File: config.mk
export PLATFORM = sky130hd
export DESIGN_NAME = ro_puf_response_gen
export DESIGN_NICKNAME = d
export VERILOG_FILES = /design/src/rtl/ro_puf_response_gen.sv
export SDC_FILE = /design/constraint.sdc
export NUM_CORES = 1
export LEC_CHECK = 0
export ABC_CLOCK_PERIOD_IN_PS = 5200
export BUFFER_PORTS_ARGS = -buffer_cell sky130_fd_sc_hd__buf_2
export CORE_AREA = 4 4 113 125
export DETAILED_ROUTE_END_ITERATION = 12
export DIE_AREA = 0 0 117 129
export GPL_ROUTABILITY_DRIVEN = 0
export PLACE_DENSITY = 0.62
export SLEW_MARGIN = 20
export SYNTH_ARGS = -nofsm -noshare
export SYNTH_HDL_FRONTEND = slang
export SYNTH_SLANG_ARGS = --single-unit
File: constraint.sdc
create_clock -name clk -period 5.2 [get_ports clk]
set_input_delay 0.52 -clock clk [delete_from_list [all_inputs] [get_ports clk]]
set_output_delay 0.52 -clock clk [all_outputs]
set_load 0.005 [all_outputs]
File: src/rtl/ro_puf_response_gen.sv
// Ring-oscillator PUF response generator: pairwise edge-count race per bit.
// Optional per-bit tie flags when ROPUF_TIE_DETECT_EN is defined.
module ro_puf_response_gen #(
  parameter int N_RO      = 8,
  parameter int SEL_W     = $clog2(N_RO),
  parameter int CNT_W     = 16,
  parameter int WINDOW    = 1024,
  parameter int RESP_BITS = 4
) (
  input  logic                 clk,
  input  logic                 rst,
  input  logic [N_RO-1:0]      ro_in,
  input  logic                 start,
  input  logic [SEL_W-1:0]     challenge,
  output logic [N_RO-1:0]      ro_enable,
  output logic                 busy,
  output logic                 done,
`ifdef ROPUF_TIE_DETECT_EN
  output logic [RESP_BITS-1:0] tie,
`endif
  output logic [RESP_BITS-1:0] response
);

  localparam int KW = (RESP_BITS > 1) ? $clog2(RESP_BITS) : 1;
  localparam int TW = $clog2(WINDOW + 4) + 1;

  typedef enum logic [2:0] {
    S_IDLE, S_SETUP, S_COUNT, S_CMP, S_DONE
  } state_t;

  state_t               r_state;
  logic [SEL_W-1:0]     r_base;
  logic [KW-1:0]        r_k;
  logic [TW-1:0]        r_tmr;
  logic [CNT_W-1:0]     r_cnt_a;
  logic [CNT_W-1:0]     r_cnt_b;
  logic [RESP_BITS-1:0] r_work;
  logic [RESP_BITS-1:0] r_resp;
  logic [N_RO-1:0]      r_en;
  logic                 r_busy;
  logic                 r_done;
  logic [N_RO-1:0]      r_s1, r_s2, r_s3;

  logic [N_RO-1:0]      w_edge;
  logic [N_RO-1:0]      w_mask_a;
  logic [N_RO-1:0]      w_mask_b;
  logic                 w_ea;
  logic                 w_eb;
  logic                 w_last;
  logic [RESP_BITS-1:0] w_work_nx;

  function automatic logic [N_RO-1:0] chan_mask(
    input logic [SEL_W-1:0] b,
    input logic [KW-1:0]    k,
    input logic             second
  );
    int unsigned idx;
    idx = (32'(b) + 32'(k) * 2 + 32'(second)) % N_RO;
    return N_RO'(1) << idx;
  endfunction

  function automatic logic [N_RO-1:0] pair_mask(
    input logic [SEL_W-1:0] b,
    input logic [KW-1:0]    k
  );
    return chan_mask(b, k, 1'b0) | chan_mask(b, k, 1'b1);
  endfunction

  assign w_edge   = r_s2 & ~r_s3;
  assign w_mask_a = chan_mask(r_base, r_k, 1'b0);
  assign w_mask_b = chan_mask(r_base, r_k, 1'b1);
  assign w_ea     = |(w_edge & w_mask_a);
  assign w_eb     = |(w_edge & w_mask_b);
  assign w_last   = (r_k == KW'(RESP_BITS - 1));

  always_comb begin
    w_work_nx      = r_work;
    w_work_nx[r_k] = (r_cnt_a > r_cnt_b);
  end

  always_ff @(posedge clk) begin
    if (!rst) begin
      r_s1 <= '0;
      r_s2 <= '0;
      r_s3 <= '0;
    end else begin
      r_s1 <= ro_in;
      r_s2 <= r_s1;
      r_s3 <= r_s2;
    end
  end

`ifdef ROPUF_TIE_DETECT_EN
  logic [RESP_BITS-1:0] r_tiew;
  logic [RESP_BITS-1:0] r_tie;
  logic [RESP_BITS-1:0] w_tie_nx;

  always_comb begin
    w_tie_nx      = r_tiew;
    w_tie_nx[r_k] = (r_cnt_a == r_cnt_b);
  end

  always_ff @(posedge clk) begin
    if (!rst) begin
      r_tiew <= '0;
      r_tie  <= '0;
    end else if (r_state == S_CMP) begin
      r_tiew <= w_tie_nx;
      if (w_last) r_tie <= w_tie_nx;
    end
  end

  assign tie = r_tie;
`endif

  // Outputs are registered so they change on the edge entering each state.
  always_ff @(posedge clk) begin
    if (!rst) begin
      r_state <= S_IDLE;
      r_base  <= '0;
      r_k     <= '0;
      r_tmr   <= '0;
      r_cnt_a <= '0;
      r_cnt_b <= '0;
      r_work  <= '0;
      r_resp  <= '0;
      r_en    <= '0;
      r_busy  <= 1'b0;
      r_done  <= 1'b0;
    end else begin
      r_done <= 1'b0;
      unique case (r_state)
        S_IDLE: begin
          if (start) begin
            r_base  <= challenge;
            r_k     <= '0;
            r_tmr   <= '0;
            r_busy  <= 1'b1;
            r_en    <= pair_mask(challenge, '0);
            r_state <= S_SETUP;
          end
        end
        S_SETUP: begin
          r_cnt_a <= '0;
          r_cnt_b <= '0;
          if (r_tmr == TW'(3)) begin
            r_tmr   <= '0;
            r_state <= S_COUNT;
          end else begin
            r_tmr <= r_tmr + 1'b1;
          end
        end
        S_COUNT: begin
          if (w_ea && r_cnt_a != '1) r_cnt_a <= r_cnt_a + 1'b1;
          if (w_eb && r_cnt_b != '1) r_cnt_b <= r_cnt_b + 1'b1;
          if (r_tmr == TW'(WINDOW - 1)) begin
            r_tmr   <= '0;
            r_en    <= '0;
            r_state <= S_CMP;
          end else begin
            r_tmr <= r_tmr + 1'b1;
          end
        end
        S_CMP: begin
          r_work <= w_work_nx;
          if (w_last) begin
            r_resp  <= w_work_nx;
            r_done  <= 1'b1;
            r_state <= S_DONE;
          end else begin
            r_k     <= r_k + 1'b1;
            r_en    <= pair_mask(r_base, r_k + 1'b1);
            r_state <= S_SETUP;
          end
        end
        S_DONE: begin
          r_busy  <= 1'b0;
          r_state <= S_IDLE;
        end
        default: r_state <= S_IDLE;
      endcase
    end
  end

  assign ro_enable = r_en;
  assign busy      = r_busy;
  assign done      = r_done;
  assign response  = r_resp;

endmodule

# Yosys cells after proc, flatten, opt, wreduce, memory -nomap -nowiden
# Index checks and enable logic that the tools add are counted.
dict set report op_classes {
  mul 0
  div 0
  shift 6
  bitwise 6
  n_lt_le_gt_ge 3
  n_mux 26
  reduce_logical 21
  n_eq_ne 15
  n_addsub 9
}
# cell count
set ops {}
lappend ops {{$pmux W16 S2} 2}
lappend ops {{$shl A1 B3 Y8 const A} 6}
lappend ops {{$mux W12} 3}
lappend ops {{$pmux W12 S3} 1}
lappend ops {{$add A16 B1 Y16 const B} 2}
lappend ops {{$mux W16} 2}
lappend ops {{$ne A16 B16 Y1 const B} 2}
lappend ops {{$and A8 B8 Y8} 3}
lappend ops {{$mux W8} 3}
lappend ops {{$pmux W8 S3} 1}
lappend ops {{$gt A16 B16 Y1} 1}
lappend ops {{$or A8 B8 Y8} 2}
lappend ops {{$reduce_or A8 Y1} 2}
lappend ops {{$reduce_and A2 Y1} 7}
lappend ops {{$add A12 B1 Y12 const B} 1}
lappend ops {{$eq A12 B10 Y1 const B} 1}
lappend ops {{$eq A12 B2 Y1 const B} 1}
lappend ops {{$mux W3} 4}
lappend ops {{$ne A2 B2 Y1 const B} 6}
lappend ops {{$pmux W3 S4} 1}
lappend ops {{$add A3 B1 Y3 const B} 3}
lappend ops {{$not A8 Y8} 1}
lappend ops {{$add A3 B3 Y3} 2}
lappend ops {{$eq A3 B2 Y1 const B} 2}
lappend ops {{other kinds (18)} 27}
dict set report word_totals {
  latchBits 0
  out_inout_bits 14
  regBits 94
  elab_cells 100
  memories 0
  in_bits 14
  ram_bits 0
  mem_bits_ro 0
}

# Depth between registers and ports, before layout
# Gate-level depths: netlist (run 1).
dict set report depth {
  depth_word 8
  mapped_depth 11
  mapped_depth_nobuf 9
}

# Worst setup path before layout (run 1)
# OpenSTA, ideal clock, no wires.
dict set report synth_timing {
  kind {reg-to-reg}
  startpoint {reg r_k[0]}
  endpoint {reg r_cnt_b[9]}
  stages_incl_launch_ff 9
  arrival_time_ns 2.422
  setup_ns 0.118
  period_less_slack_ns 2.541
  slack_ns 2.659
  n_path_buf 2
  required_ns 5.082
  cell_sequence {dfxtp_1 -> inv_1 -> ha_1 -> buf_6 -> mux4_2 -> o22a_1 -> buf_6 -> or4_4 -> mux2i_1}
}
dict set report synth_between {
  elab_chain_len 8
}
# item line
set synth_rtl {}
lappend synth_rtl {{from (decl)} 33} ;# logic [KW-1:0] r_k;
lappend synth_rtl {{from (signal assigned)} 171} ;# r_k <= r_k + 1'b1;
lappend synth_rtl {{$add A3 B3 Y3} 58} ;# idx = (32'(b) + 32'(k) * 2 + 32'(second)) % N_RO;
lappend synth_rtl {{$add A3 B1 Y3} 58}
lappend synth_rtl {{$shl A1 B3 Y8} 59} ;# return N_RO'(1) << idx;
lappend synth_rtl {{$and A8 B8 Y8} 73} ;# assign w_eb = |(w_edge & w_mask_b);
lappend synth_rtl {{$reduce_or A8 Y1} 73}
lappend synth_rtl {{$logic_and A1 B1 Y1} 155} ;# if (w_eb && r_cnt_b != '1) r_cnt_b <= r_cnt_b + 1'b1;
lappend synth_rtl {{$ne A2 B2 Y1 (no source line)} n/a}
lappend synth_rtl {{$reduce_and A2 Y1 (no source line)} n/a}
lappend synth_rtl {{to (signal assigned)} 155}
lappend synth_rtl {{to (decl)} 36} ;# logic [CNT_W-1:0] r_cnt_b;
# Every way passes these cells.
# A chain may end at the register's enable or synchronous reset.

# Final worst setup path (run 1)
dict set report layout_timing {
  startpoint {reg r_k[0]}
  endpoint {reg r_cnt_a[15]}
}
dict set report layout_between {
  elab_chain_len 7
}
# item line
set layout_rtl {}
lappend layout_rtl {{$add A3 B3 Y3} 58}
lappend layout_rtl {{$shl A1 B3 Y8} 59}
lappend layout_rtl {{$and A8 B8 Y8} 72} ;# assign w_ea = |(w_edge & w_mask_a);
lappend layout_rtl {{$reduce_or A8 Y1} 72}
lappend layout_rtl {{$logic_and A1 B1 Y1} 154} ;# if (w_ea && r_cnt_a != '1) r_cnt_a <= r_cnt_a + 1'b1;
lappend layout_rtl {{$ne A2 B2 Y1 (no source line)} n/a}
lappend layout_rtl {{$reduce_and A2 Y1 (no source line)} n/a}
lappend layout_rtl {{to (signal assigned)} 154}
lappend layout_rtl {{to (decl)} 35} ;# logic [CNT_W-1:0] r_cnt_a;
# Every way passes these cells.

==> results.sh, run 1 <==
export IMPL_syn_area_sq_um=5052
export IMPL_vias=4291
export IMPL_max_slew_margin_rel_pct=34.22
export IMPL_slowest_delay_ns=0.71
export IMPL_synth_nets=616
export IMPL_crit_path_max_fanout=18
export IMPL_row_count=43
export IMPL_fin_skew_ns=0.004719
export IMPL_synth_edf_count=0
export IMPL_wl_met1_um=5252
export IMPL_cts_buffers=9
export IMPL_whs_path_depth=2
export IMPL_top_layer="met4"
export IMPL_critPathArrivalTime_ns=3.26
export IMPL_cp_end_kind="register"
export IMPL_cpMaxStageDelayCell="or4b_2"
export IMPL_status="completed"
export IMPL_post_cts_buffers=0
export IMPL_ant_nets=0
export IMPL_slew_violations=0
export IMPL_peakVddDrop_mv=0.1719
export IMPL_min_path_type="in2reg"
export IMPL_worst_setup_path_start_kind="register"
export IMPL_nNetsFinal=634
export IMPL_worst_r2r_cell_count=7
export IMPL_r2r_end="r_cnt_a[15]"
export IMPL_grt_util_all_layers_pct=16.17
export IMPL_rsz0062_at_grt="no"
export IMPL_placed_area_sq_um=5295
export IMPL_min_from="ro_in[7]"
export IMPL_clk_latency_ns=0.34
export IMPL_drc=0
export IMPL_cts_tree="built"
export IMPL_setup_viol_count_final=0
export IMPL_via_per_inst=5.714
export IMPL_leakage_nw=2.178
export IMPL_routedWlPerCell_um=15.25
export IMPL_path_buf_inv=1
export IMPL_period_minus_slack_ns=3.027
export IMPL_timing_rr_start="r_k[0]"
export IMPL_syn_inst=571
export IMPL_place_ws_ns=2.219
export IMPL_ios=28
export IMPL_grt_pass1_wl_um=19770
export IMPL_cts_resized_gates=0
export IMPL_die_y_um=129
export IMPL_diodes=0
export IMPL_ys_types=67
export IMPL_ys_ff_latch=93
export IMPL_cts_root_buf="clkbuf_16"
export IMPL_areaGrowthSynthToFinish_pct=11.39
export IMPL_cts_sinks=93
export IMPL_io_buffers=27
export IMPL_avgSynthCellArea_sq_um=8.848
export IMPL_floorplan_die_area_sq_um=15090
export IMPL_overflow=0
export IMPL_die_w_um=117
export IMPL_r2r_slack_ns=2.17
export IMPL_wl_met2_um=5626
export IMPL_grt_max_degree=63
export IMPL_hpwlAfterDp_um=8280
export IMPL_grt_pass1_vias=4137
export IMPL_crit_required_ns=5.43
export IMPL_path_cells="inv_1 > ha_1 > or4b_2 > nand4_2 > a21oi_4 > or3_1 > o31ai_1"
export IMPL_worst_slack_ns=2.173
export IMPL_fmax_mhz=330.3
export IMPL_worst_pin_slew_ns=0.9776
export IMPL_cts_hold_buf=0
export IMPL_yosysSeqAreaShare_pct=36.85
export IMPL_async_flop_share_pct=0
export IMPL_stdcell_area_sq_um=5628
export IMPL_yosysWarnings=0
export IMPL_dr_pass1_iters=5
export IMPL_core_area_sq_um=12700
export IMPL_maxCapViolCount=0
export IMPL_start_util_pct=39.79
export IMPL_htreeDepth=3
export IMPL_layout_drive_gt1_share_pct=10.44
export IMPL_routed_wl_um=11460
export IMPL_antenna_found_initial=0
export IMPL_setup_tns_ns=0
export IMPL_critPathKind="reg2reg"
export IMPL_path_clk_slew_ns=0.07
export IMPL_cp_top_family="simple AND/OR/NAND/NOR gates"
export IMPL_drtIter0Drc=389
export IMPL_synth_flop_cell="dfxtp_1"
export IMPL_power_density_nw_per_um2=303.0
export IMPL_timing_final_crit_share_pct=58.22
export IMPL_hold_end="r_s1[7]"
export IMPL_clock_path_buffers=2
export IMPL_power_mw=1.705
export IMPL_dr_wl_met3_um=420
export IMPL_hold_viol_final=0
export IMPL_fillCellCount=1233
-- cell usage in the layout (no fill, tap or decap), types with 7 or more instances in the layout --
cell        n
and3_1      8
o311ai_0   10
buf_2      27
xor2_1      7
or4_1       8
clkbuf_16   9
dfxtp_1    93
o31ai_1    21
and2_1     30
nand2_1    42
a22oi_1     9
nand4_1    20
and4_1      7
ha_1       31
mux2i_1    13
nand2b_1   13
a21oi_1    32
inv_1      32
nor3_1     10
nor2_1     33
nand3_1    17
o21ai_0    13
-- layer usage --
metal	GRT usage, %	up-vias
li1	-	2162
met3	3.434	16
met2	26.92	93
met1	21.10	2020
met5	0	-
met4	4.521	0
-- area by class of cell --
class,instances,area [sq um],share of cell area (%)
clock inverters,6,86.33,1.534
inverters,33,123.9,2.201
well taps,157,196.4,3.490
multi-input cells,420,2948,52.38
repair buffers,32,172.7,3.068
flip-flops and latches,93,1862,33.08
clock buffers,10,239.0,4.246
-- sequential cells by signal, summed over array words and instances, names as in the netlist, 4 cells and up --
signal     count
r_tmr         12
r_s1           8
r_s3           8
r_cnt_b       16
response       4
r_s2           8
ro_enable      8
r_cnt_a       16
-- synth_stat cells (all sizes together) (4+ instances only) --
cell / n / area share [%]
dfxtp: 93 / 37
nand2: 42 / 3.1
a21oi: 33 / 3.5
nor2: 33 / 2.5
inv: 32 / 2.4
ha: 31 / 7.7
and2: 30 / 3.7
nand4: 21 / 2.7
o31ai: 21 / 3.1
clkbuf: 19 / 1.4
nand3: 17 / 1.7
o21ai: 14 / 1.4
mux2i: 13 / 2.6
nand2b: 13 / 1.6
or4: 11 / 1.9
nor3: 10 / 0.99
o311ai: 10 / 1.7
a22oi: 9 / 1.3
and3: 8 / 0.99
and4: 7 / 1.2
xor2: 7 / 1.2
a21o: 6 / 0.89
buf: 6 / 0.94
nor2b: 6 / 0.74
o211ai: 6 / 0.89
a31oi: 5 / 0.62
nor3b: 5 / 0.74
a211oi: 4 / 0.59
nor4: 4 / 0.50
o22a: 4 / 0.69
-- worst max-delay path by stage --
stage	startpoint	end	slack, ns	cells past startpoint
6_report	r_k[0]	r_cnt_a[15]	2.17	7
4_1_cts	r_k[0]	r_cnt_a[15]	2.19	7
3_5_place_dp	r_k[0]	r_cnt_a[3]	2.22	7
5_1_grt	r_k[0]	r_cnt_a[15]	1.92	9
3_3_place_gp	r_k[0]	r_cnt_b[9]	2.29	6
2_1_floorplan	r_k[0]	r_cnt_b[9]	2.66	8
-- through the flow --
step                      cells  hold WS [ns]  util (%)
after global routing        751        0.3876     44.32
after floorplan             571        0.4119         -
after CTS                   750        0.3737     44.26
final                       751        0.3844     44.32
after detailed placement    734        0.4209     41.70
after global placement      734        0.4141     41.70
-- power breakdown --
group          internal (mW)  switching (mW)
clock                  0.433           0.278
combinational         0.0875           0.148
sequential             0.737          0.0206
-- logic make-up (layout without fill, tap and decap cells) --
logic type | count (synthesis) | count (layout) | synth area share [%]
AOI/OAI and AO/OA | 138 | 138 | 19.44
xor gates and xnor gates | 11 | 11 | 2.476
adders and majority gates | 31 | 31 | 7.677
buffers and inverters | 58 | 81 | 4.804
DFF | 93 | 93 | 36.85
muxes | 15 | 15 | 3.467
and+or+nand+nor | 225 | 225 | 25.29
Note: power is estimated with default switching activity, not from simulation.
==> run 2: changes to the inputs <==
--- a/config.mk
+++ b/config.mk
@@ -5,7 +5,7 @@
 export SDC_FILE = /design/constraint.sdc
 export NUM_CORES = 1
 export LEC_CHECK = 0
-export ABC_CLOCK_PERIOD_IN_PS = 5200
+export ABC_CLOCK_PERIOD_IN_PS = 3090
 export BUFFER_PORTS_ARGS = -buffer_cell sky130_fd_sc_hd__buf_2
 export CORE_AREA = 4 4 113 125
 export DETAILED_ROUTE_END_ITERATION = 12
==> constraint.sdc (replaced) <==
create_clock -name clk -period 3.09 [get_ports clk]
set_input_delay 0.309 -clock clk [delete_from_list [all_inputs] [get_ports clk]]
set_output_delay 0.309 -clock clk [all_outputs]
set_load 0.005 [all_outputs]
==> results.sh, run 2 (synthesis gave the netlist of run 1 again) <==
export IMPL_path_buf_inv=1
export IMPL_period_minus_slack_ns=2.930
export IMPL_slew_violations=0
export IMPL_crit_path_max_fanout=19
export IMPL_cpMaxStageDelayCell="or4_4"
export IMPL_regArea_sq_um=1862
export IMPL_final_cell_mix="93 x dfxtp_1, 42 x nand2_1, 32 x inv_1, 32 x a21oi_1, 32 x nor2_1"
export IMPL_critPathKind="reg2reg"
export IMPL_die_y_um=129
export IMPL_drc=0
export IMPL_worst_pin_slew_ns=0.6956
export IMPL_cp_top_family="multiplexers"
export IMPL_ios=28
export IMPL_layout_drive_gt1_share_pct=11.83
export IMPL_routed_wl_um=11410
export IMPL_start_util_pct=39.79
export IMPL_row_count=43
export IMPL_slowest_delay_ns=0.62
export IMPL_power_density_nw_per_um2=479.7
export IMPL_min_path_type="in2reg"
export IMPL_setup_viol_count_final=0
export IMPL_areaGrowthSynthToFinish_pct=11.32
export IMPL_setup_tns_ns=0
export IMPL_cts_hold_buf=0
export IMPL_clk_latency_ns=0.34
export IMPL_hold_viol_final=0
export IMPL_grt_pass1_vias=4170
export IMPL_fin_cells=757
export IMPL_fmax_mhz=341.2
export IMPL_overflow=0
export IMPL_leakage_nw=2.186
export IMPL_cts_tree="built"
export IMPL_cts_root_buf="clkbuf_16"
export IMPL_core_area_sq_um=12700
export IMPL_mostFrequentLayoutCell="dfxtp_1"
export IMPL_reg_top3="r_cnt_a: 16 flops, r_cnt_b: 16 flops, r_tmr: 12 flops"
export IMPL_routedWlPerCell_um=15.07
export IMPL_ant_nets=0
export IMPL_timing_final_crit_share_pct=94.84
export IMPL_fillCellCount=1272
export IMPL_crit_required_ns=3.33
export IMPL_drtIter0Drc=214
export IMPL_via_per_inst=5.650
export IMPL_cp_end_kind="register"
export IMPL_rsz0062_at_grt="no"
export IMPL_grt_util_all_layers_pct=16.00
export IMPL_hpwlAfterDp_um=8285
export IMPL_diodes=0
export IMPL_dr_pass1_iters=5
export IMPL_vias=4277
export IMPL_io_buffers=27
export IMPL_fin_skew_ns=0.006209
export IMPL_cts_sinks=93
export IMPL_grt_pass1_wl_um=19630
export IMPL_floorplan_die_area_sq_um=15090
export IMPL_dp_cells=741
export IMPL_peakVddDrop_mv=0.2716
export IMPL_status="completed"
export IMPL_antenna_found_initial=0
export IMPL_path_clk_slew_ns=0.07
export IMPL_nNetsFinal=640
export IMPL_max_slew_margin_rel_pct=53.27
export IMPL_grt_max_degree=62
export IMPL_critPathArrivalTime_ns=3.17
export IMPL_multi_input_area_sq_um=2958
export IMPL_clock_path_buffers=2
export IMPL_path_cells="inv_1 > ha_1 > mux4_2 > o22a_1 > or4_4 > mux2i_1"
export IMPL_cts_buffers=9
export IMPL_maxCapViolCount=0
export IMPL_die_w_um=117
export IMPL_worst_setup_path_start_kind="register"
export IMPL_htreeDepth=3
## run 2: where the power goes
group | internal, mW | switching [mW] | leakage (nW)
clock network | 0.541 | 0.473 | 0.135
registers | 1.24 | 0.0339 | 0.756
logic | 0.160 | 0.250 | 1.29
total | 1.94 | 0.757 | 2.19
## run 2: cell type report
| cell class | instances | share of cell area [%] |
|---|---|---|
| timing repair buffer | 38 | 3.871 |
| clock inverter | 7 | 0.7341 |
| inverter | 33 | 2.202 |
| sequential | 93 | 33.10 |
| multi-input combinational | 420 | 52.59 |
| tap | 157 | 3.493 |
| clock buffer | 9 | 4.004 |
## run 2: what timing repair did
action / 4_1_cts / 5_1_grt
setup endpoints to repair: 0 / 11
setup buffers: 0 / 0
gates resized for setup: 0 / 2
## run 2: final timing paths
| kind | from | end | slack (ns) | cells after the start |
|---|---|---|---|---|
| worst max register to register | r_k[0] | r_cnt_b[9] | 0.16 | 6 |
| worst min register to register | r_s1[7] | r_s2[7] | 0.43 | 1 |
| worst min-delay path | ro_in[6] | r_s1[6] | 0.17 | 2 |
| worst max-delay path | r_k[0] | r_cnt_b[9] | 0.16 | 6 |
## run 2: stage by stage
step | worst slack [ns] | area [sq um] | total power, mW | util [%] | hold WS (ns)
2_1_floorplan | 0.5494 | 5052 | 1.590 | - | 0.4119
3_3_place_gp | 0.2228 | 5348 | 1.699 | 42.12 | 0.4167
3_5_place_dp | 0.1711 | 5348 | 1.708 | 42.12 | 0.4169
4_1_cts | 0.1535 | 5614 | 2.727 | 44.22 | 0.1584
5_1_grt | 0.001694 | 5624 | 2.840 | 44.29 | 0.1675
6_report | 0.1596 | 5624 | 2.698 | 44.29 | 0.1692
## run 2: routing by layer
| metal | GRT usage (%) | vias to the layer above | routed length [um] |
|---|---|---|---|
| met3 | 3.293 | 13 | 328 |
| li1 | - | 2168 | - |
| met2 | 26.72 | 62 | 5624 |
| met5 | 0 | - | 0 |
| met1 | 20.77 | 2034 | 5313 |
| met4 | 4.723 | 0 | 144 |
